### src/rtl/cmd_parser_pkg.sv
// Key codes and key classes shared by the keypad
// front end, the command parser and its testbench.
package cmd_parser_pkg;

    localparam int IC_N = 5;

    typedef logic [IC_N-1:0] ic_t;

    localparam ic_t IC_NUM0 = 5'd0;
    localparam ic_t IC_NUM1 = 5'd1;
    localparam ic_t IC_NUM2 = 5'd2;
    localparam ic_t IC_NUM3 = 5'd3;
    localparam ic_t IC_NUM4 = 5'd4;
    localparam ic_t IC_NUM5 = 5'd5;
    localparam ic_t IC_NUM6 = 5'd6;
    localparam ic_t IC_NUM7 = 5'd7;
    localparam ic_t IC_NUM8 = 5'd8;
    localparam ic_t IC_NUM9 = 5'd9;
    localparam ic_t IC_OPAD = 5'd10;
    localparam ic_t IC_OPSB = 5'd11;
    localparam ic_t IC_OPAN = 5'd12;
    localparam ic_t IC_OPOR = 5'd13;
    localparam ic_t IC_OPXR = 5'd14;
    localparam ic_t IC_CTOK = 5'd15;
    localparam ic_t IC_BKSP = 5'd16;
    localparam ic_t IC_CLR  = 5'd17;

    typedef enum logic [2:0] {
        K_NONE,
        K_DIG,
        K_OP,
        K_CTOK,
        K_BKSP,
        K_CLR
    } key_t;

    // Codes outside every class map to K_NONE and are ignored
    function automatic key_t key_class(ic_t c);
        key_t k;
        k = K_NONE;
        unique case (1'b1)
            (c <= IC_NUM9):                 k = K_DIG;
            (c >= IC_OPAD && c <= IC_OPXR): k = K_OP;
            (c == IC_CTOK):                 k = K_CTOK;
            (c == IC_BKSP):                 k = K_BKSP;
            (c == IC_CLR):                  k = K_CLR;
            default:                        k = K_NONE;
        endcase
        return k;
    endfunction

endpackage

### src/rtl/cmd_parser_if.sv
// Key stream in, ALU request out, each side with
// its own valid/ready pair.
interface cmd_parser_if #(
    parameter int DATA_W = 16
);
    import cmd_parser_pkg::*;

    ic_t               cmd;
    logic              cmd_valid;
    logic              cmd_ready;
    logic [DATA_W-1:0] src;
    logic              src_ans;
    logic [DATA_W-1:0] dst;
    logic              dst_ans;
    ic_t               alu_op;
    logic              op_valid;
    logic              op_ready;
    logic              ovf;

    modport master (
        output cmd, cmd_valid, op_ready,
        input  cmd_ready, src, src_ans, dst,
        input  dst_ans, alu_op, op_valid, ovf
    );

    modport slave (
        input  cmd, cmd_valid, op_ready,
        output cmd_ready, src, src_ans, dst,
        output dst_ans, alu_op, op_valid, ovf
    );

endinterface

### src/rtl/cmd_parser_digit_acc.sv
// Operand accumulator: load, append, backspace and
// clear, with a reject flag for digits that do not fit.
module cmd_parser_digit_acc #(
    parameter int DATA_W  = 16,
    parameter int MAX_DIG = 3,
    parameter int RADIX   = 10,
    parameter int CNT_W   = $clog2(MAX_DIG + 1)
) (
    input  logic              Clock,
    input  logic              Reset,
    input  logic              load,
    input  logic              append,
    input  logic              bksp,
    input  logic              clear,
    input  logic [3:0]        d,
    output logic [DATA_W-1:0] acc,
    output logic [CNT_W-1:0]  cnt,
    output logic              reject
);

    localparam int XW = DATA_W + 4;

    logic [XW-1:0] prod;
    logic          bad_d;
    logic          full;
    logic          big;

    // Four spare bits hold acc*RADIX+d for any RADIX up to 10
    always_comb begin
        prod   = {4'd0, acc} * XW'(RADIX) + XW'(d);
        bad_d  = {28'd0, d} >= 32'(RADIX);
        full   = cnt == CNT_W'(MAX_DIG);
        big    = |prod[XW-1:DATA_W];
        reject = (load & bad_d)
               | (append & (bad_d | full | big));
    end

    always_ff @(posedge Clock or posedge Reset) begin
        if (Reset) begin
            acc <= '0;
            cnt <= '0;
        end else if (clear) begin
            acc <= '0;
            cnt <= '0;
        end else if (load && !bad_d) begin
            acc <= DATA_W'(d);
            cnt <= CNT_W'(1);
        end else if (append && !reject) begin
            acc <= prod[DATA_W-1:0];
            cnt <= cnt + CNT_W'(1);
        end else if (bksp) begin
            acc <= acc / DATA_W'(RADIX);
            cnt <= cnt - CNT_W'(1);
        end
    end

endmodule

### src/rtl/cmd_parser.sv
// Keypad command parser: folds key codes into one
// {src, alu_op, dst} request for the ALU.
module cmd_parser
    import cmd_parser_pkg::*;
#(
    parameter int DATA_W  = 16,
    parameter int MAX_DIG = 3,
    parameter int RADIX   = 10
) (
    input  logic         Clock,
    input  logic         Reset,
    cmd_parser_if.slave  bus
);

    localparam int CNT_W = $clog2(MAX_DIG + 1);

    localparam logic [2:0] S_IDLE = 3'd0;
    localparam logic [2:0] S_SRC  = 3'd1;
    localparam logic [2:0] S_OPER = 3'd2;
    localparam logic [2:0] S_DST  = 3'd3;
    localparam logic [2:0] S_WAIT = 3'd4;

    logic [2:0]        state;
    logic [DATA_W-1:0] src_q;
    logic [DATA_W-1:0] dst_q;
    logic              src_ans_q;
    logic              dst_ans_q;
    ic_t               alu_op_q;
    logic              op_valid_q;
    logic              ovf_q;

    logic [DATA_W-1:0] acc;
    logic [CNT_W-1:0]  cnt;
    logic              rej;
    logic              ld, app, bk, clr;
    logic              rdy, acpt, last_dig;
    key_t              kc;

    assign rdy      = state != S_WAIT;
    assign acpt     = bus.cmd_valid & rdy;
    assign kc       = acpt ? key_class(bus.cmd) : K_NONE;
    assign last_dig = cnt == CNT_W'(1);

    always_comb begin
        ld  = 1'b0;
        app = 1'b0;
        bk  = 1'b0;
        clr = 1'b0;
        unique case (state)
            S_IDLE: ld = kc == K_DIG;
            S_SRC: begin
                app = kc == K_DIG;
                bk  = kc == K_BKSP;
                clr = kc == K_OP || kc == K_CLR;
            end
            S_OPER: begin
                ld  = kc == K_DIG;
                clr = kc == K_CLR;
            end
            S_DST: begin
                app = kc == K_DIG;
                bk  = kc == K_BKSP;
                clr = kc == K_CLR;
            end
            S_WAIT:  clr = bus.op_ready;
            default: clr = 1'b0;
        endcase
    end

    cmd_parser_digit_acc #(
        .DATA_W  (DATA_W),
        .MAX_DIG (MAX_DIG),
        .RADIX   (RADIX),
        .CNT_W   (CNT_W)
    ) u_acc (
        .Clock  (Clock),
        .Reset  (Reset),
        .load   (ld),
        .append (app),
        .bksp   (bk),
        .clear  (clr),
        .d      (bus.cmd[3:0]),
        .acc    (acc),
        .cnt    (cnt),
        .reject (rej)
    );

    always_ff @(posedge Clock or posedge Reset) begin
        if (Reset) begin
            state      <= S_IDLE;
            src_q      <= '0;
            dst_q      <= '0;
            src_ans_q  <= 1'b1;
            dst_ans_q  <= 1'b1;
            alu_op_q   <= IC_OPAN;
            op_valid_q <= 1'b0;
            ovf_q      <= 1'b0;
        end else begin
            ovf_q <= (ld | app) & rej;
            unique case (state)
                S_IDLE: begin
                    if (kc == K_DIG && !rej) begin
                        state <= S_SRC;
                    end else if (kc == K_OP) begin
                        alu_op_q  <= bus.cmd;
                        src_ans_q <= 1'b1;
                        state     <= S_OPER;
                    end
                end
                S_SRC: begin
                    if (kc == K_BKSP && last_dig) begin
                        state <= S_IDLE;
                    end else if (kc == K_OP) begin
                        src_q     <= acc;
                        src_ans_q <= 1'b0;
                        alu_op_q  <= bus.cmd;
                        state     <= S_OPER;
                    end else if (kc == K_CLR) begin
                        src_ans_q <= 1'b1;
                        dst_ans_q <= 1'b1;
                        state     <= S_IDLE;
                    end
                end
                S_OPER: begin
                    if (kc == K_DIG && !rej) begin
                        state <= S_DST;
                    end else if (kc == K_OP) begin
                        alu_op_q <= bus.cmd;
                    end else if (kc == K_CTOK) begin
                        dst_ans_q  <= 1'b1;
                        op_valid_q <= 1'b1;
                        state      <= S_WAIT;
                    end else if (kc == K_CLR) begin
                        src_ans_q <= 1'b1;
                        dst_ans_q <= 1'b1;
                        state     <= S_IDLE;
                    end
                end
                S_DST: begin
                    if (kc == K_BKSP && last_dig) begin
                        state <= S_OPER;
                    end else if (kc == K_CTOK) begin
                        dst_q      <= acc;
                        dst_ans_q  <= 1'b0;
                        op_valid_q <= 1'b1;
                        state      <= S_WAIT;
                    end else if (kc == K_CLR) begin
                        src_ans_q <= 1'b1;
                        dst_ans_q <= 1'b1;
                        state     <= S_IDLE;
                    end
                end
                S_WAIT: begin
                    if (bus.op_ready) begin
                        op_valid_q <= 1'b0;
                        state      <= S_IDLE;
                    end
                end
                default: state <= S_IDLE;
            endcase
        end
    end

    assign bus.cmd_ready = rdy;
    assign bus.src       = src_q;
    assign bus.src_ans   = src_ans_q;
    assign bus.dst       = dst_q;
    assign bus.dst_ans   = dst_ans_q;
    assign bus.alu_op    = alu_op_q;
    assign bus.op_valid  = op_valid_q;
    assign bus.ovf       = ovf_q;

endmodule

### src/flat_wrapper.sv
// flat-port wrapper written by rule: the top's interface ports become plain ports
module cmd_parser_flat import cmd_parser_pkg::*;
#(
    parameter int DATA_W  = 16,
    parameter int MAX_DIG = 3,
    parameter int RADIX   = 10
)
  (Clock, Reset, bus_cmd, bus_cmd_valid, bus_op_ready, bus_cmd_ready, bus_src, bus_src_ans, bus_dst, bus_dst_ans, bus_alu_op, bus_op_valid, bus_ovf);
  cmd_parser_if #(.DATA_W(DATA_W)) bus_i ();
  input  logic Clock;
  input  logic Reset;
  input wire logic [$bits(bus_i.cmd)-1:0] bus_cmd;
  input wire logic [$bits(bus_i.cmd_valid)-1:0] bus_cmd_valid;
  input wire logic [$bits(bus_i.op_ready)-1:0] bus_op_ready;
  output wire logic [$bits(bus_i.cmd_ready)-1:0] bus_cmd_ready;
  output wire logic [$bits(bus_i.src)-1:0] bus_src;
  output wire logic [$bits(bus_i.src_ans)-1:0] bus_src_ans;
  output wire logic [$bits(bus_i.dst)-1:0] bus_dst;
  output wire logic [$bits(bus_i.dst_ans)-1:0] bus_dst_ans;
  output wire logic [$bits(bus_i.alu_op)-1:0] bus_alu_op;
  output wire logic [$bits(bus_i.op_valid)-1:0] bus_op_valid;
  output wire logic [$bits(bus_i.ovf)-1:0] bus_ovf;
  assign bus_i.cmd = bus_cmd;
  assign bus_i.cmd_valid = bus_cmd_valid;
  assign bus_i.op_ready = bus_op_ready;
  assign bus_cmd_ready = bus_i.cmd_ready;
  assign bus_src = bus_i.src;
  assign bus_src_ans = bus_i.src_ans;
  assign bus_dst = bus_i.dst;
  assign bus_dst_ans = bus_i.dst_ans;
  assign bus_alu_op = bus_i.alu_op;
  assign bus_op_valid = bus_i.op_valid;
  assign bus_ovf = bus_i.ovf;
  cmd_parser #(.DATA_W(DATA_W), .MAX_DIG(MAX_DIG), .RADIX(RADIX)) u_core (.Clock(Clock), .Reset(Reset), .bus(bus_i));
endmodule
### config.mk
export PLATFORM = sky130hd
export DESIGN_NAME = cmd_parser_flat
export DESIGN_NICKNAME = d
export VERILOG_FILES = /design/src/rtl/cmd_parser_pkg.sv /design/src/rtl/cmd_parser_if.sv /design/src/rtl/cmd_parser_digit_acc.sv /design/src/rtl/cmd_parser.sv /design/src/flat_wrapper.sv
export SDC_FILE = /design/constraint.sdc
export NUM_CORES = 1
export LEC_CHECK = 0
export BUFFER_PORTS_ARGS = -buffer_cell sky130_fd_sc_hd__buf_2
export CORE_ASPECT_RATIO = 0.6
export CORE_UTILIZATION = 50
export CTS_CLUSTER_DIAMETER = 40
export DETAILED_ROUTE_END_ITERATION = 10
export GPL_TIMING_DRIVEN = 1
export PLACE_DENSITY = 0.8
export SLEW_MARGIN = 20
export SYNTH_ARGS = -nofsm -noshare
export SYNTH_HDL_FRONTEND = slang
export SYNTH_SLANG_ARGS = --single-unit
### constraint.sdc
create_clock -name Clock -period 9.64 [get_ports Clock]
set_clock_uncertainty 0.05 [all_clocks]
set_input_delay 2.41 -clock Clock [delete_from_list [all_inputs] [get_ports Clock]]
set_output_delay 2.41 -clock Clock [all_outputs]
set_load 0.02 [all_outputs]
==> results of run 1 <==
[layout make-up]
cell class | count | area [µm²]
Clock buffer | 12 | 256
Clock inverter | 4 | 70.1
Fill cell | 967 | 4540
Inverter | 31 | 116
Multi-Input combinational cell | 589 | 3890
Sequential cell | 62 | 1560
Tap cell | 139 | 174
Timing Repair Buffer | 55 | 288
[state kept, by name, indices dropped and copies added (netlist names), 2 cells and up]
signal and flops:
u_core.bus.alu_op 5, u_core.bus.dst 16, u_core.bus.src 16, u_core.state 3, u_core.u_acc.acc 16, u_core.u_acc.cnt 2
[power by group]
group | leakage, nW | total [mW] | internal, mW | switching (mW)
Clock | 0.163 | 0.360 | 0.240 | 0.120
Combinational | 1.91 | 1.21 | 0.481 | 0.732
Sequential | 0.825 | 0.422 | 0.319 | 0.103
Total | 2.90 | 1.99 | 1.04 | 0.955
[cells by family (layout without fill, tap and decap cells)]
family                   count (synthesis)  after routing  share of synthesized area, %
AO/OA/AOI/OAI                          211            211                          26.3
XOR/XNOR                                24             24                          3.65
adder cells (fa/ha/maj)                 35             35                          7.86
buffers and inverters                   81            102                          5.78
flip-flops                              62             62                          27.0
multiplexers                            25             25                          4.80
AND/OR/NAND/NOR                        294            294                          24.6
[critical path: stages]
cell       delay [ns]
buf_2            0.15
ha_1             0.28
a21o_1           0.11
a21oi_1          0.09
nor3b_1          0.31
nor2b_1          0.25
and4_1           0.27
nand3_1          0.16
a2111oi_0        0.51
nand4b_1         0.30
a21oi_1          0.39
o21a_1           0.24
nor2_1           0.16
buf_4            0.27
a2111oi_0        0.43
a21o_1           0.13
[stage by stage]
stage          power (mW)  setup WS [ns]  utilization, %  instances  hold slack (ns)
3_3_place_gp         1.54           3.40            55.3        876            0.406
2_1_floorplan        1.33           3.91               -        732            0.425
4_1_cts              1.95           3.56            58.3        892            0.428
6_report             1.99           3.38            58.3        892            0.421
3_5_place_dp         1.58           3.28            55.3        876            0.409
5_1_grt              2.13           2.82            58.3        892            0.449
[layer usage]
metal / GRT usage, % / up-vias
met5: 0 / -
met4: 7.21 / 0
met3: 7.39 / 27
met2: 42.6 / 322
met1: 40.2 / 2776
li1: - / 2708
[cell usage after synthesis, types with 7 or more instances]
cell / count / area share (%)
inv_1: 29 / 1.9
nand2b_1: 8 / 0.87
o31ai_1: 15 / 2.0
dfrtp_1: 58 / 25
nor2b_1: 11 / 1.2
and2_1: 8 / 0.87
o21ai_0: 36 / 3.1
clkbuf_1: 38 / 2.5
nor3_1: 17 / 1.5
mux2_2: 20 / 3.9
and3_1: 8 / 0.87
o21ai_1: 7 / 0.61
nand3_1: 20 / 1.7
nor2_1: 61 / 4.0
nand2_1: 115 / 7.5
ha_1: 33 / 7.2
buf_2: 8 / 0.69
a21oi_1: 46 / 4.0
nand4_1: 7 / 0.76
nand3b_1: 7 / 0.91
xnor2_1: 20 / 3.0
[path summary, 6_finish.rpt]
check	start	to	cells past startpoint
min in group asynchronous	Reset	u_core.bus.src[2]$_DFFE_PP0P_	3
max in group asynchronous	Reset	u_core.bus.src[12]$_DFFE_PP0P_	3
worst min register to register	u_core.bus.dst[0]$_DFFE_PP0P_	u_core.bus.dst[0]$_DFFE_PP0P_	2
worst max register to register	u_core.u_acc.acc[12]$_DFFE_PP0P_	u_core.u_acc.acc[0]$_DFFE_PP0P_	15
worst min-delay path	u_core.bus.dst[0]$_DFFE_PP0P_	u_core.bus.dst[0]$_DFFE_PP0P_	2
worst max-delay path	bus_cmd[2]	u_core.u_acc.acc[8]$_DFFE_PP0P_	16
==> impl_metrics.csv, run 1 <==
group,metric,value,unit
final_layout,fin_area,6350,µm²
detailed_routing,ant_nets,0,
logic_synthesis,syn_area_per_cell,7.87,µm²
run,cap_violations,0,
global_route,grt_pass1_vias,5365,
detailed_routing,via_per_inst,6.54,
floorplan,fp.dieW,141,µm
detailed_routing,drcViolationCount,0,
logic_synthesis,synth_edf_count,0,
worst_setup_path,crit_arrival,6.48,ns
floorplan,coreArea,10900,µm²
logic_synthesis,syn_inst,732,
sta,min_period_over_period,64.9,%
place,dp_hpwl,11800,µm
logic_synthesis,yosys.cell_types.count,85,
detailed_routing,dr.first_iter.drc_count,655,
detailed_routing,wl_per_cell,18.4,µm
final_layout,layout_commonest_cell,"nand2_1",
floorplan,die_h,85.2,µm
sta,rsz0062_at_grt,"no",
detailed_routing,routed_wirelength,16400,µm
global_route,grt-ovfl-total,0,
logic_synthesis,ys_seq_area_share,27.0,%
status,outcome,"finished, final reports clean",
clocking,cts_buffer_depth,2,
clocking,cts-resized-gates,0,
floorplan,io_pins,51,
pwr,powerDensity,314,nW/µm²
worst_setup_path,critPathKind,"in -> reg",
logic_synthesis,syn_area,5760,µm²
sta,post-route-min-period,6.26,ns
floorplan,fp.dieArea,12000,µm²
global_route,antenna_found_initial,0,
clocking,htree_levels,3,
place,post_dp_cell_area,6020,µm²
detailed_routing,wl_met3,1550,µm
logic_synthesis,synth_fp_nets,776,
final_layout,syn2layout_area_growth,10.2,%
detailed_routing,wl_met1,7750,µm
clocking,postCtsHoldBufs,0,
clocking,cts_buffers,9,
detailed_routing,routed-via-count,5833,
logic_synthesis,synth-main-ff-cell,"dfrtp_1",
worst_setup_path,required,9.87,ns
worst_setup_path,ff2ff_setup_slack,3.76,ns
logic_synthesis,async_flop_share,100,%
sta,maxSlewViolCount,0,
worst_setup_path,critPathLaunchType,"input port",
worst_setup_path,critPathMaxFanout,15,
sta,setup_viol,0,
final_layout,layout_common_cells,"nand2_1 (115), nor2_1 (61), dfrtp_1 (58), buf_2 (50), a21oi_1 (46)",
clocking,post_cts_buffers,0,
clocking,cts_tree,"built",
sta,finalSetupTns,0,ns
final_layout,diodes,0,
sta,relSlewSlack,34.1,%
floorplan,rows,29,
global_route,grt_pass1_wl,27000,µm
clocking,clk_transition_reported_paths,0.05,ns
final_layout,finalNetCount,792,
hold_path,hold_path_class,"reg -> reg",
worst_setup_path,worstSetupEndpointType,"flop",
detailed_routing,dr.pass1.iters,6,
global_route,grt_max_degree,63,
detailed_routing,wl_met2,6910,µm
clocking,clock-sinks,62,
logic_synthesis,ys_seq_elements,62,
logic_synthesis,synth-warning-count,0,
sta,hold_violations,0,
place,gp_congestion,0.980,
clocking,insertion_delay,0.34,ns
final_layout,drive_gt1_share,15.0,%
sta,max_freq,160,MHz
pwr,vdd_drop_max,0.200,mV
detailed_routing,routed.top_layer,"met4",
pwr,p_leak,2.90,nW
floorplan,initial_core_util,52.9,%
place,io_buffers,50,
global_route,grtUsageTotal,28.3,%
clocking,root_buffer,"clkbuf_16",
sta,worst_pin_slew,0.976,ns
(Power assumes the default switching activity.)
==> inputs of run 2 (changes only) <==
==> constraint.sdc (replaced) <==
create_clock -name Clock -period 6.2 [get_ports Clock]
set_clock_uncertainty 0.05 [all_clocks]
set_input_delay 1.55 -clock Clock [delete_from_list [all_inputs] [get_ports Clock]]
set_output_delay 1.55 -clock Clock [all_outputs]
set_load 0.02 [all_outputs]
==> impl_metrics.csv, run 2 (same netlist as run 1, synthesis figures left out) <==
group,metric,value,unit
worst_setup_path,path_cells,"ha_1, ha_1, a21o_1, a21oi_1, o21ai_0, a21oi_1, o21ai_0, a21oi_1, xnor2_1, nand3_1, a2111oi_0, nand4b_1, a2111oi_4, buf_4, nor2_1, a21oi_1, o31ai_1",
clocking,cts_buffers,9,
pwr,switching_share,47.7,%
final_layout,layout_commonest_cell,"nand2_1",
final_layout,drive_gt1_share,15.5,%
global_route,antenna_found_initial,0,
worst_setup_path,critPathLaunchType,"flop",
detailed_routing,dr.pass1.iters,5,
sta,relSlewSlack,31.3,%
clocking,cts_buffer_depth,2,
worst_setup_path,slowest_stage,"a2111oi_4",
global_route,grt-ovfl-total,0,
hold_path,hold_path_class,"reg -> reg",
hold_path,min_from,"u_core.bus.dst[5]$_DFFE_PP0P_",
pwr,p_leak,2.92,nW
place,io_buffers,50,
worst_setup_path,critPathKind,"reg -> reg",
sta,maxSlewViolCount,0,
clocking,post_cts_buffers,0,
floorplan,fp.dieArea,12000,µm²
detailed_routing,ant_nets,0,
final_layout,finalNetCount,798,
sta,finalSetupTns,0,ns
detailed_routing,routed-via-count,5884,
detailed_routing,drcViolationCount,0,
clocking,htree_levels,3,
worst_setup_path,r2r-end,"u_core.u_acc.acc[11]$_DFFE_PP0P_",
floorplan,io_pins,51,
pwr,powerDensity,484,nW/µm²
sta,final.setup.worst_slack,0.462,ns
worst_setup_path,critPathTopFamily,"compound AO/OA/AOI/OAI gates",
worst_setup_path,critPathMaxFanout,17,
clocking,cts-resized-gates,0,
sta,worst_pin_slew,1.02,ns
place,dp_hpwl,12000,µm
worst_setup_path,max_stage_delay,0.91,ns
worst_setup_path,ff2ff_setup_slack,0.46,ns
place,gp_congestion,0.980,
pwr,p_int,1.62,mW
floorplan,coreArea,10900,µm²
sta,post-route-min-period,5.74,ns
final_layout,diodes,0,
clocking,clock-sinks,62,
worst_setup_path,path_depth,17,
global_route,grt_pass1_wl,27100,µm
worst_setup_path,rr_worst_depth,17,
pwr,vdd_drop_max,0.284,mV
worst_setup_path,required,6.34,ns
worst_setup_path,startpoint,"u_core.u_acc.acc[2]$_DFFE_PP0P_",
clocking,postCtsHoldBufs,0,
floorplan,fp.dieW,141,µm
final_layout,syn2layout_area_growth,10.7,%
worst_setup_path,worst-path-buf-inv,1,
worst_setup_path,worstSetupEndpointType,"flop",
status,outcome,"finished, final reports clean",
place,place_ws,0.628,ns
pwr,p_clk_share,17.8,%
sta,hold_violations,0,
clocking,insertion_delay,0.34,ns
worst_setup_path,path_common_cell,"a21oi_1",
final_layout,layout_common_cells,"nand2_1 (115), nor2_1 (61), dfrtp_1 (58), buf_2 (50), a21oi_1 (46)",
clocking,cts_tree,"built",
sta,max_freq,174,MHz
clocking,clk_transition_reported_paths,0.06,ns
detailed_routing,dr.first_iter.drc_count,755,
worst_setup_path,crit_arrival,5.88,ns
floorplan,rows,29,
sta,rsz0062_at_grt,"no",
global_route,grt_pass1_vias,5327,
pwr,comb_power_share,61.8,%
global_route,grtUsageTotal,28.5,%
worst_setup_path,regToRegStartpoint,"u_core.u_acc.acc[2]$_DFFE_PP0P_",
pwr,p_switching,1.47,mW
sta,setup_viol,0,
sta,min_period_over_period,92.6,%
clocking,root_buffer,"clkbuf_16",
floorplan,die_h,85.2,µm
pwr,seq_power_share,20.4,%
global_route,grt_max_degree,63,
detailed_routing,wl_per_cell,18.6,µm
floorplan,initial_core_util,52.9,%
worst_setup_path,crit_path_end,"u_core.u_acc.acc[11]$_DFFE_PP0P_",
detailed_routing,routed_wirelength,16700,µm
detailed_routing,via_per_inst,6.55,
pwr,total_power,3.09,mW
run,cap_violations,0,
[run 2: changes by cell type in the layout (fill, tap and decap cells not counted), sizes merged]
cell | previous run | this run
buf | 55 | 61
clkinvlp | 0 | 1
clkbuf | 12 | 10
clkinv | 4 | 5
[run 2: routing by layer]
layer  track usage, %  vias to the layer above  part of all wire [%]
met5                0                        -                     0
li1                 -                     2727                     -
met2             42.0                      347                    42
met3             7.34                       38                    10
met1             41.5                     2772                    46
met4             7.21                        0                   1.5
[run 2: how the worst min path moves through the flow]
stage                                      endpoint  slack (ns)  cells past startpoint
floorplan           u_core.u_acc.cnt[1]$_DFFE_PP0P_        0.42                      2
global placement      u_core.bus.dst[3]$_DFFE_PP0P_        0.41                      2
CTS                   u_core.bus.dst[0]$_DFFE_PP0P_        0.43                      2
global route          u_core.bus.dst[7]$_DFFE_PP0P_        0.46                      2
detailed placement    u_core.bus.dst[0]$_DFFE_PP0P_        0.41                      2
finish                u_core.bus.dst[5]$_DFFE_PP0P_        0.42                      2
[run 2: final cells by class]
type / count / area [µm²]
inverters: 31 / 116
clock inverters: 6 / 86.3
well taps: 139 / 174
flip-flops and latches: 62 / 1560
fillers: 963 / 4510
multi-input cells: 589 / 3880
clock buffers: 10 / 229
repair buffers: 61 / 333
[run 2: metrics by stage]
| step | cell area, µm² | instances | utilization (%) | hold WS [ns] |
|---|---|---|---|---|
| after floorplan | 5760 | 732 | - | 0.425 |
| after detailed placement | 6060 | 882 | 55.7 | 0.408 |
| after global routing | 6380 | 898 | 58.6 | 0.463 |
| final | 6380 | 898 | 58.6 | 0.420 |
| after CTS | 6380 | 898 | 58.6 | 0.428 |
| after global placement | 6060 | 882 | 55.7 | 0.406 |
[run 2: power groups by stage]
| stage | Clock (mW) | Combinational, mW | Sequential (mW) |
|---|---|---|---|
| after floorplan | 0 | 1.45 | 0.626 |
| after global placement | 0 | 1.78 | 0.624 |
| after detailed placement | 0 | 1.85 | 0.633 |
| after CTS | 0.554 | 1.87 | 0.628 |
| after global routing | 0.570 | 2.08 | 0.647 |
| final | 0.550 | 1.91 | 0.631 |
[run 2: worst register-to-register path, cell delays in order (launching register included)]
cell and delay (ns):
dfrtp_1 0.70, ha_1 0.35, ha_1 0.31, a21o_1 0.18, a21oi_1 0.23, o21ai_0 0.11
a21oi_1 0.22, o21ai_0 0.17, a21oi_1 0.38, xnor2_1 0.24, nand3_1 0.22, a2111oi_0 0.61
nand4b_1 0.30, a2111oi_4 0.91, buf_4 0.30, nor2_1 0.08, a21oi_1 0.16, o31ai_1 0.10
==> inputs of run 3 (changes only) <==
==> constraint.sdc (replaced) <==
create_clock -name Clock -period 7.2 [get_ports Clock]
set_clock_uncertainty 0.05 [all_clocks]
set_input_delay 1.8 -clock Clock [delete_from_list [all_inputs] [get_ports Clock]]
set_output_delay 1.8 -clock Clock [all_outputs]
set_load 0.02 [all_outputs]
==> impl_metrics.csv, run 3 (same netlist as run 1, synthesis figures left out) <==
group,metric,value,unit
status,outcome,"finished, final reports clean",
hold_path,hold_path_class,"reg -> reg",
worst_setup_path,critPathTopFamily,"compound AO/OA/AOI/OAI gates",
global_route,grt_pass1_vias,5428,
clocking,cts_buffer_depth,2,
worst_setup_path,critPathLaunchType,"flop",
clocking,cts_buffers,9,
final_layout,layout_common_cells,"nand2_1 (115), nor2_1 (61), dfrtp_1 (58), buf_2 (50), a21oi_1 (46)",
clocking,htree_levels,3,
global_route,grt_pass1_wl,27300,µm
clocking,clock-sinks,62,
worst_setup_path,ff2ff_setup_slack,1.33,ns
detailed_routing,routed-via-count,5843,
global_route,grt_max_degree,63,
final_layout,multi_input_area,3880,µm²
sta,relSlewSlack,20.2,%
floorplan,io_pins,51,
floorplan,coreArea,10900,µm²
worst_setup_path,slowest_stage,"a2111oi_4",
sta,min_period_over_period,81.5,%
final_layout,drive_gt1_share,14.8,%
detailed_routing,dr.first_iter.drc_count,756,
worst_setup_path,worst-path-buf-inv,1,
global_route,grtUsageTotal,28.7,%
sta,post-route-min-period,5.87,ns
pwr,powerDensity,408,nW/µm²
sta,final.setup.worst_slack,1.33,ns
hold_path,hold-path-cell-count,2,
worst_setup_path,critPathMaxFanout,19,
global_route,grt-ovfl-total,0,
place,place_ws,1.29,ns
hold_path,whs_endpoint,"u_core.bus.dst[13]$_DFFE_PP0P_",
final_layout,finalNetCount,791,
run,cap_violations,0,
floorplan,initial_core_util,52.9,%
sta,rsz0062_at_grt,"no",
sta,whs,0.429,ns
clocking,clk_transition_reported_paths,0.06,ns
pwr,total_power,2.56,mW
place,gp_congestion,0.999,
pwr,p_leak,2.86,nW
sta,maxSlewViolCount,0,
detailed_routing,routed_wirelength,16500,µm
worst_setup_path,r2r-end,"u_core.u_acc.acc[5]$_DFFE_PP0P_",
detailed_routing,drcViolationCount,0,
detailed_routing,ant_nets,0,
detailed_routing,dr.pass1.iters,8,
clocking,root_buffer,"clkbuf_16",
sta,worst_pin_slew,1.18,ns
place,dp_hpwl,12000,µm
sta,hold_violations,0,
place,post_dp_cell_area,6010,µm²
worst_setup_path,max_stage_delay,0.97,ns
final_layout,syn2layout_area_growth,9.01,%
pwr,vdd_drop_max,0.200,mV
final_layout,fin_area,6280,µm²
worst_setup_path,crit_arrival,6.05,ns
detailed_routing,via_per_inst,6.56,
detailed_routing,wl_per_cell,18.5,µm
worst_setup_path,worstSetupEndpointType,"flop",
final_layout,fillerInstances,972,
sta,finalSetupTns,0,ns
place,io_buffers,50,
floorplan,fp.dieArea,12000,µm²
floorplan,die_h,85.2,µm
final_layout,diodes,0,
global_route,antenna_found_initial,1,
clocking,cts_tree,"built",
sta,max_freq,170,MHz
worst_setup_path,regToRegStartpoint,"u_core.u_acc.acc[4]$_DFFE_PP0P_",
floorplan,rows,29,
clocking,postCtsHoldBufs,0,
final_layout,regArea,1560,µm²
sta,setup_viol,0,
floorplan,fp.dieW,141,µm
clocking,post_cts_buffers,0,
clocking,insertion_delay,0.34,ns
hold_path,min_from,"u_core.bus.dst[13]$_DFFE_PP0P_",
worst_setup_path,critPathKind,"reg -> reg",
worst_setup_path,rr_worst_depth,16,
final_layout,layout_commonest_cell,"nand2_1",
worst_setup_path,path_cells,"ha_1, ha_1, a21o_1, a21oi_1, o21ai_0, a21oi_1, o21ai_0, a21oi_1, xnor2_1, nand3_1, a2111oi_0, nand4b_1, a2111oi_4, buf_4, o21ai_0, o31ai_1",
worst_setup_path,required,7.38,ns
clocking,cts-resized-gates,0,
## run 3: cell types whose count changed in the layout (fill, tap and decap cells not counted)
| cell | previous run | this run |
|---|---|---|
| buf_4 | 11 | 4 |
| clkinv_4 | 1 | 0 |
| bufinv_16 | 2 | 0 |
| clkinvlp_4 | 1 | 4 |
## run 3: worst max-delay path by stage
| stage | startpoint | endpoint | slack [ns] | depth (start not counted) |
|---|---|---|---|---|
| final | u_core.u_acc.acc[4]$_DFFE_PP0P_ | u_core.u_acc.acc[5]$_DFFE_PP0P_ | 1.33 | 16 |
| after global routing | u_core.u_acc.acc[4]$_DFFE_PP0P_ | u_core.u_acc.acc[12]$_DFFE_PP0P_ | 0.86 | 18 |
| after CTS | u_core.u_acc.acc[4]$_DFFE_PP0P_ | u_core.u_acc.acc[12]$_DFFE_PP0P_ | 1.45 | 18 |
| after detailed placement | bus_cmd[2] | u_core.u_acc.acc[5]$_DFFE_PP0P_ | 1.29 | 14 |
| after global placement | bus_cmd[2] | u_core.u_acc.acc[12]$_DFFE_PP0P_ | 1.48 | 16 |
| after floorplan | bus_cmd[2] | u_core.u_acc.acc[8]$_DFFE_PP0P_ | 2.08 | 13 |
## run 3: worst register-to-register path, cell delays in order, from the launching register on
cell,delay [ns]
dfrtp_1,0.75
ha_1,0.38
ha_1,0.30
a21o_1,0.18
a21oi_1,0.20
o21ai_0,0.13
a21oi_1,0.24
o21ai_0,0.20
a21oi_1,0.37
xnor2_1,0.25
nand3_1,0.21
a2111oi_0,0.53
nand4b_1,0.29
a2111oi_4,0.97
buf_4,0.32
o21ai_0,0.14
o31ai_1,0.24
## run 3: cell type report
type | count | area share, %
Clock buffer | 10 | 3.65
Clock inverter | 6 | 0.637
Inverter | 31 | 1.85
Multi-Input combinational cell | 589 | 61.9
Sequential cell | 62 | 24.8
Tap cell | 139 | 2.77
Timing Repair Buffer | 54 | 4.46
## run 3: power by group
group	leakage, nW	switching (mW)	total [mW]	internal [mW]
Combinational	1.91	0.960	1.60	0.635
Sequential	0.825	0.143	0.570	0.427
Clock	0.120	0.167	0.399	0.231
## run 3: layer usage
layer,up-vias,global-route usage (%),share of wire (%)
met5,-,0,0
met3,29,9.31,11
met1,2748,40.9,45
li1,2719,-,-
met4,0,5.73,1.0
met2,347,42.5,42
## run 3: per-stage QoR
| step | utilization [%] | cells |
|---|---|---|
| 6_report | 57.7 | 891 |
| 3_5_place_dp | 55.2 | 875 |
| 3_3_place_gp | 55.2 | 875 |
| 5_1_grt | 57.7 | 891 |
| 4_1_cts | 57.7 | 891 |
| 2_1_floorplan | - | 732 |
